`src/rtl/rv64_alu_pkg.sv`:
```
// Shared ALU control codes and multiply/divide FSM state type.
// Decode and the execution units import this so the code map lives in one place.
package rv64_alu_pkg;

  localparam logic [3:0] ALU_AND    = 4'b0000;
  localparam logic [3:0] ALU_OR     = 4'b0001;
  localparam logic [3:0] ALU_ADD    = 4'b0010;
  localparam logic [3:0] ALU_XOR    = 4'b0011;
  localparam logic [3:0] ALU_SLL    = 4'b0100;
  localparam logic [3:0] ALU_SRL    = 4'b0101;
  localparam logic [3:0] ALU_SUB    = 4'b0110;
  localparam logic [3:0] ALU_SRA    = 4'b0111;

  // Bit 3 set selects the M extension
  localparam logic [3:0] ALU_MUL    = 4'b1000;
  localparam logic [3:0] ALU_MULH   = 4'b1001;
  localparam logic [3:0] ALU_MULHSU = 4'b1010;
  localparam logic [3:0] ALU_MULHU  = 4'b1011;
  localparam logic [3:0] ALU_DIV    = 4'b1100;
  localparam logic [3:0] ALU_DIVU   = 4'b1101;
  localparam logic [3:0] ALU_REM    = 4'b1110;
  localparam logic [3:0] ALU_REMU   = 4'b1111;

  typedef enum logic [2:0] {
    MD_IDLE,
    MD_PREP,
    MD_BUSY,
    MD_FIXUP,
    MD_DONE
  } muldiv_state_e;

endpackage

```
`src/rtl/rv64_muldiv_unit_step.sv`:
```
// One iteration of unsigned radix-2 shift-add multiply or restoring divide
// over a {high, low} double-width accumulator.
module muldiv_step #(
  parameter int XLEN = 64
) (
  input  logic [2*XLEN-1:0] i_acc,
  input  logic [XLEN-1:0]   i_opnd,
  input  logic              i_div,
  output logic [2*XLEN-1:0] o_acc
);

  logic [XLEN:0] w_sum;
  logic [XLEN:0] w_part;
  logic [XLEN:0] w_diff;

  always_comb begin
    // Multiply: carry out of the high half shifts back in from the top
    w_sum  = {1'b0, i_acc[2*XLEN-1:XLEN]} + (i_acc[0] ? {1'b0, i_opnd} : '0);
    // Divide: partial remainder with the next dividend bit appended
    w_part = i_acc[2*XLEN-1:XLEN-1];
    w_diff = w_part - {1'b0, i_opnd};
    if (!i_div)
      o_acc = {w_sum, i_acc[XLEN-1:1]};
    else if (!w_diff[XLEN])
      o_acc = {w_diff[XLEN-1:0], i_acc[XLEN-2:0], 1'b1};
    else
      o_acc = {w_part[XLEN-1:0], i_acc[XLEN-2:0], 1'b0};
  end

endmodule

```
`src/rtl/rv64_muldiv_unit.sv`:
```
// Iterative RV64 M-extension unit: magnitude prep, XLEN shift iterations,
// sign fixup, with valid/ready handshakes on both ends.
module rv64_muldiv_unit
  import rv64_alu_pkg::*;
#(
  parameter int XLEN = 64
) (
  input  logic            clk,
  input  logic            rst,
  input  logic            start_valid,
  output logic            start_ready,
  input  logic [3:0]      alu_op,
  input  logic [XLEN-1:0] op_a,
  input  logic [XLEN-1:0] op_b,
  output logic            result_valid,
  input  logic            result_ready,
  output logic [XLEN-1:0] result
);

  localparam int CW = $clog2(XLEN);

  muldiv_state_e    r_state;
  logic [3:0]       r_op;
  logic [XLEN-1:0]  r_a, r_b, r_opnd, r_result;
  logic [2*XLEN-1:0] r_acc;
  logic             r_neg, r_valid;
  logic [CW-1:0]    r_cnt;

  logic              w_is_div, w_is_rem, w_a_neg, w_b_neg, w_neg_res, w_div0, w_ovf;
  logic [XLEN-1:0]   w_a_mag, w_b_mag, w_special, w_quo, w_rem, w_fix;
  logic [2*XLEN-1:0] w_acc_next, w_prod;

  always_comb begin
    w_is_div  = r_op[2];
    w_is_rem  = r_op[1];
    w_a_neg   = r_a[XLEN-1] & (r_op == ALU_MULH || r_op == ALU_MULHSU ||
                               r_op == ALU_DIV  || r_op == ALU_REM);
    w_b_neg   = r_b[XLEN-1] & (r_op == ALU_MULH || r_op == ALU_DIV || r_op == ALU_REM);
    w_a_mag   = w_a_neg ? -r_a : r_a;
    w_b_mag   = w_b_neg ? -r_b : r_b;
    // Remainder follows the dividend; products and quotients follow the sign XOR
    w_neg_res = (w_is_div && w_is_rem) ? w_a_neg : (w_a_neg ^ w_b_neg);
    w_div0    = w_is_div && (r_b == '0);
    w_ovf     = (r_op == ALU_DIV || r_op == ALU_REM) &&
                (r_a == {1'b1, {(XLEN-1){1'b0}}}) && (&r_b);
    w_special = '0;
    if (r_op[3] && w_div0)
      w_special = w_is_rem ? r_a : '1;
    else if (r_op[3] && w_ovf)
      w_special = w_is_rem ? '0 : r_a;

    w_prod = r_neg ? -r_acc : r_acc;
    w_quo  = r_acc[XLEN-1:0];
    w_rem  = r_acc[2*XLEN-1:XLEN];
    if (w_is_div)
      w_fix = w_is_rem ? (r_neg ? -w_rem : w_rem) : (r_neg ? -w_quo : w_quo);
    else
      w_fix = (r_op[1:0] == 2'b00) ? w_prod[XLEN-1:0] : w_prod[2*XLEN-1:XLEN];
  end

  muldiv_step #(.XLEN(XLEN)) u_step (
    .i_acc  (r_acc),
    .i_opnd (r_opnd),
    .i_div  (w_is_div),
    .o_acc  (w_acc_next)
  );

  always_ff @(posedge clk or posedge rst) begin
    if (rst) begin
      r_state  <= MD_IDLE;
      r_op     <= '0;
      r_a      <= '0;
      r_b      <= '0;
      r_opnd   <= '0;
      r_acc    <= '0;
      r_neg    <= 1'b0;
      r_cnt    <= '0;
      r_result <= '0;
      r_valid  <= 1'b0;
    end else begin
      case (r_state)
        MD_IDLE: if (start_valid) begin
          r_op    <= alu_op;
          r_a     <= op_a;
          r_b     <= op_b;
          r_state <= MD_PREP;
        end
        MD_PREP: begin
          if (!r_op[3] || w_div0 || w_ovf) begin
            r_result <= w_special;
            r_valid  <= 1'b1;
            r_state  <= MD_DONE;
          end else begin
            // Multiply iterates over op_b bits; divide shifts op_a bits in
            r_cnt   <= '0;
            r_neg   <= w_neg_res;
            r_opnd  <= w_is_div ? w_b_mag : w_a_mag;
            r_acc   <= {{XLEN{1'b0}}, (w_is_div ? w_a_mag : w_b_mag)};
            r_state <= MD_BUSY;
          end
        end
        MD_BUSY: begin
          r_acc <= w_acc_next;
          r_cnt <= r_cnt + CW'(1);
          if (r_cnt == CW'(XLEN-1)) r_state <= MD_FIXUP;
        end
        MD_FIXUP: begin
          r_result <= w_fix;
          r_valid  <= 1'b1;
          r_state  <= MD_DONE;
        end
        MD_DONE: if (result_ready) begin
          r_valid <= 1'b0;
          r_state <= MD_IDLE;
        end
        default: r_state <= MD_IDLE;
      endcase
    end
  end

  assign start_ready  = (r_state == MD_IDLE) && !rst;
  assign result_valid = r_valid;
  assign result       = r_result;

endmodule

```
`config.mk`:
```
export PLATFORM = sky130hd
export DESIGN_NAME = rv64_muldiv_unit
export DESIGN_NICKNAME = d
export VERILOG_FILES = /design/src/rtl/rv64_alu_pkg.sv /design/src/rtl/rv64_muldiv_unit_step.sv /design/src/rtl/rv64_muldiv_unit.sv
export SDC_FILE = /design/constraint.sdc
export NUM_CORES = 2
export LEC_CHECK = 0
export BUFFER_PORTS_ARGS = -buffer_cell sky130_fd_sc_hd__buf_2
export CAP_MARGIN = 20
export CORE_ASPECT_RATIO = 0.5
export CORE_UTILIZATION = 60
export DETAILED_ROUTE_END_ITERATION = 10
export PLACE_DENSITY_LB_ADDON = 0.1
export SYNTH_ARGS = -nofsm -noshare
export SYNTH_HDL_FRONTEND = slang
export SYNTH_SLANG_ARGS = --single-unit
```
`constraint.sdc`:
```
create_clock -name clk -period 15.5 [get_ports clk]
set_clock_uncertainty 0.15 [all_clocks]
set_input_delay 0.775 -clock clk [delete_from_list [all_inputs] [get_ports clk]]
set_output_delay 0.775 -clock clk [all_outputs]
set_load 0.01 [all_outputs]
```
== Word level (Yosys, flattened, before mapping) ==
Cells that the tools add are included.
Storage, ports and cells
  word-level logic and storage cells: 99
  register bits: 399
  input bits: 136
  output and inout bits: 66
Operators by class
  bitwise logic cells: 4
  $add $sub $neg: 8
  muxes and demuxes: 32
  equal/unequal tests: 15
  reductions and logical operators: 30
Operators by type and width (count)
  $mux W64: 15
  $mux W128: 4
  $neg A64 Y64: 4
  $pmux W128 S2: 1
  $neg A128 Y128: 1
  $pmux W64 S2: 1
  $add A64 B65 Y65: 1
  $sub A65 B64 Y65: 1
  $eq A64 B64 Y1 const B: 1
  $logic_not A64 Y1: 1
  $reduce_and A64 Y1: 1
  $eq A4 B4 Y1 const B: 4
  $pmux W3 S5: 1
  $mux W3: 4
  $pmux W6 S2: 1
  $ne A2 B2 Y1 const B: 5
  $logic_or A1 B1 Y1: 8
  $reduce_and A2 Y1: 4
  $logic_and A1 B1 Y1: 7
  $add A6 B1 Y6 const B: 1
  $eq A3 B2 Y1 const B: 2
  $eq A6 B6 Y1 const B: 1
  $mux W6: 1
  $reduce_and A3 Y1: 2
  other kinds (12): 17

== Longest topological paths before layout ==
  word-level depth: 9
  mapped depth: 17
  depth with buffers taken out: 15

== Hierarchy ==
From an unflattened synthesis, not the netlist that was laid out.
Unflattened totals
  cells, all modules: 4911
  area, all modules: 37743.7 µm²
Modules (own cells, without submodules)
  rv64_muldiv_unit: seq. area each 9984.6 µm², area each 27223.6 µm², instances 1, cells an instance 3307
  muldiv_step: seq. area each 0.0 µm², area each 10520.1 µm², instances 1, cells an instance 1604

== Least setup slack after synthesis ==
Ideal clock, no wire load.
  path type: flip-flop to flip-flop
  start point: reg r_acc[63]
  end point: reg r_acc[67]
  path buffers: 3
  library setup time: 0.124 ns
  period minus slack after synthesis: 4.094 ns
  data required time: 15.226 ns
  path slack: 11.406 ns
  cell stages (with the launch flop): 17
  arrival time: 3.820 ns
  path through: dfrtp_1 -> inv_1 -> ha_1 -> fa_1 -> nand2b_1 -> a21oi_1 -> o311a_1 -> a41oi_1 -> a2111o_1 -> o2111a_1 -> nor4_1 -> clkbuf_1 -> buf_2 -> buf_2 -> o211ai_1 -> o211ai_1 -> nand2_1
On the way
  word-level cells in the longest chain between the ends: 4
Ends and longest elaborated chain
  start: declaration: RTL line rv64_muldiv_unit.sv:25  | logic [2*XLEN-1:0] r_acc;
  start signal: assignment: RTL line rv64_muldiv_unit.sv:98  | r_acc <= {{XLEN{1'b0}}, (w_is_div ? w_a_mag : w_b_mag)};
  start signal: assignment: RTL line rv64_muldiv_unit.sv:103  | r_acc <= w_acc_next;
  $sub A65 B64 Y65: RTL line rv64_muldiv_unit_step.sv:21  | w_diff = w_part - {1'b0, i_opnd};
  $mux W128: RTL line rv64_muldiv_unit_step.sv:24  | else if (!w_diff[XLEN])
  $mux W128: RTL line rv64_muldiv_unit_step.sv:22  | if (!i_div)
  $pmux W128 S2: RTL line rv64_muldiv_unit.sv:81  | case (r_state)
No other way between the ends.
A chain may end at the register's enable or synchronous reset.

== Final worst setup path ==
  start point: reg r_acc[63]
  end point: reg r_acc[109]
The elaborated chain is that of the path after synthesis.

==> flow_summary.yaml <==
synth:
  yosysMostFrequentCell: "nand2_1"
  synth_seq_area_share: 0.284
  synth_common_cells: "nand2_1 (530), dfrtp_1 (399), a21oi_1 (376)"
  syn_area_sq_mm: 0.0351
  yosys-mux-area-fraction: 0.0680
  synth-compound-area-share: 0.247
  synth-async-reset-ratio: 1.00
  synth-xor-area-share: 0.0979
  synth.distinct_cells: 101
  synth_area_leaders: "dfrtp_1 (28%), nand2_1 (5.7%), xnor2_1 (5.4%), a21oi_1 (5.4%), ha_1 (4.8%)"
  synth_warnings: 0
  synth_top_family_by_area: "compound AO/OA/AOI/OAI gates"
  yosysTopAreaCell: "dfrtp_1"
  synth_fa_ha_area_frac: 0.0488
  synth_edf_count: 0
  avgSynthCellArea_sq_um: 7.77
  synth_top_area_share: 0.284
  syn_inst: 4522
  yosys.area_share.simple: 0.203
  synthesis.nets: 4794
  synth_ff_type: "dfrtp_1"
  synth-seq-cells: 399
placed_design:
  hpwl_um: 110000
  place_ws_ps: 10280
  port_buffers: 201
  gp_congestion: 1.08
sta:
  final.setup.tns_ps: 0
  hold_ws_ps: 208
  layout_min_cycle_time_ps: 5400
  setup_viol: 0
  hold_viol_final: 0
  grt_setup_unrepaired: "no"
  setup_ws_ps: 10100
  tightest_slew_ps: 1300
  max_freq_mhz: 185
  slew_violations: 0
  finalCritPeriodShare: 0.349
  maxSlewHeadroom: 0.123
cts:
  clock_sinks: 399
  cts_setup_buffers: 0
  cts_buffer_depth: 3
  cts_root_buf: "clkbuf_16"
  clk_pin_slew_ps: 80
  clock_latency_ps: 610
  cts_resized: 0
  ctsHoldBuffers: 0
  cts_buffers: 40
  cts.htree.levels: 2
  cts_tree: "built"
grt:
  grt_pass1_wl_um: 212000
  met2_usage: 0.607
  grt_pass1_vias: 32800
  grt-ovfl-total: 0
  grt_util_met1: 0.689
  top_usage_layer: "met1"
  use_met3: 0.250
  grt_max_degree: 110
  grt_use_total: 0.474
  antenna_found_initial: 10
layout:
  area_delta_synth_final_pct: 7.21
  nNetsFinal: 4758
  drive_gt1_frac: 0.125
  fin_util: 0.654
route:
  ant_nets: 0
  route.vias.total: 37000
  post_drt_via_cell_ratio: 7.00
  routed_wirelength_um: 145000
  wl_per_cell_um: 27.5
  drc: 0
  firstDrtPassIters: 9
  drt_iter0_markers: 5731
pwr:
  peakVddDrop_mv: 0.170
  power_density_mw_per_mm2: 270
  p_leak_nw: 16.0
critical_path:
  crit_type: "reg -> reg"
  critPathCaptureType: "register"
  cp.required_ps: 15820
  critPathArrivalTime_ps: 5720
  reg2reg_depth: 15
  startpoint_type: "register"
  crit_fanout: 87
  r2r_slack_ps: 10100
floorplan:
  core-area_sq_mm: 0.0576
  start_util: 0.610
  die_y_um: 173
  ios: 202
  die_w_um: 344
  dieArea_sq_mm: 0.0596
  core.rowCount: 62
run_status:
  status: "completed"
worst_hold_path:
  hold_path_class: "in -> async"
run:
  drv_cap: 0
registers in the layout (all words and copies together), names as in the netlist:
| name | cells |
|---|---|
| result_valid | 1 |
| r_op | 4 |
| r_cnt | 6 |
| r_acc | 128 |
| r_state | 3 |
| result | 64 |
| r_opnd | 64 |
| r_b | 64 |
| r_neg | 1 |
| r_a | 64 |
critical path: stages, from the launching register on:
cell and delay (ps):
dfrtp_1 440, inv_1 150, ha_1 230, fa_1 410, nand2b_1 190, a21oi_1 220, o311a_1 320, a41oi_1 260
a2111o_1 530, o2111a_1 260, nor4_2 290, buf_4 770, inv_2 420, mux2i_1 250, nor2_1 60, a221o_1 290
where the power goes:
group          internal (mW)  switching [mW]
sequential              1.47           0.874
clock                  0.543           0.478
combinational           2.32            4.47
total                   4.34            5.83
cells in the final DEF, fill, tap and decap left out, types with 59 or more instances in the layout:
cell and n:
nand2_1 530, dfrtp_1 397, a21oi_1 375, nor2_1 367, o21ai_0 289, xnor2_1 218
o21ai_1 207, buf_2 202, xor2_1 175, ha_1 134, mux2_2 124, inv_1 119
nand3_1 100, mux2i_1 98, o211ai_1 73, nor3_1 69, nand4_1 64, a21o_1 62
or2_2 60, o31ai_1 59
routing by layer:
metal	part of all wire	wire, um
met5	0.0019	273
met4	0.028	4020
met3	0.19	27200
met2	0.37	54300
met1	0.41	59500
through the flow:
step	std cells	power [mW]	cell area (sq um)
after floorplan	4522	6.57	35100
after global placement	5206	8.57	36300
after detailed placement	5207	8.68	36300
after CTS	5279	9.72	37600
after global routing	5284	10.6	37700
final	5289	10.2	37700
cell type report:
class | count | area, sq um
Clock inverter | 14 | 146
Fill cell | 4967 | 20000
Sequential cell | 399 | 9990
Timing Repair Buffer | 260 | 1490
Clock buffer | 58 | 1160
Inverter | 125 | 479
Multi-Input combinational cell | 3660 | 23400
Antenna cell | 5 | 12.5
Tap cell | 768 | 961
final timing paths:
path,start,end
min reg2reg,r_opnd[55],r_opnd[55]
min in group clk,result_ready,r_state[2]
max,r_acc[63],r_acc[109]
max in group asynchronous,rst,r_neg
min,rst,result[55]
max reg2reg,r_acc[63],r_acc[109]
kinds of logic (layout without fill, tap and decap cells):
logic type / Yosys count / in the layout
flops: 399 / 399
compound gates: 1413 / 1413
buf+inv: 463 / 457
fa+ha+maj: 136 / 136
simple gates: 1495 / 1495
mux: 223 / 223
xor+xnor: 393 / 393
other cells: 0 / 5
No activity file was read; power rests on OpenSTA's default activity.
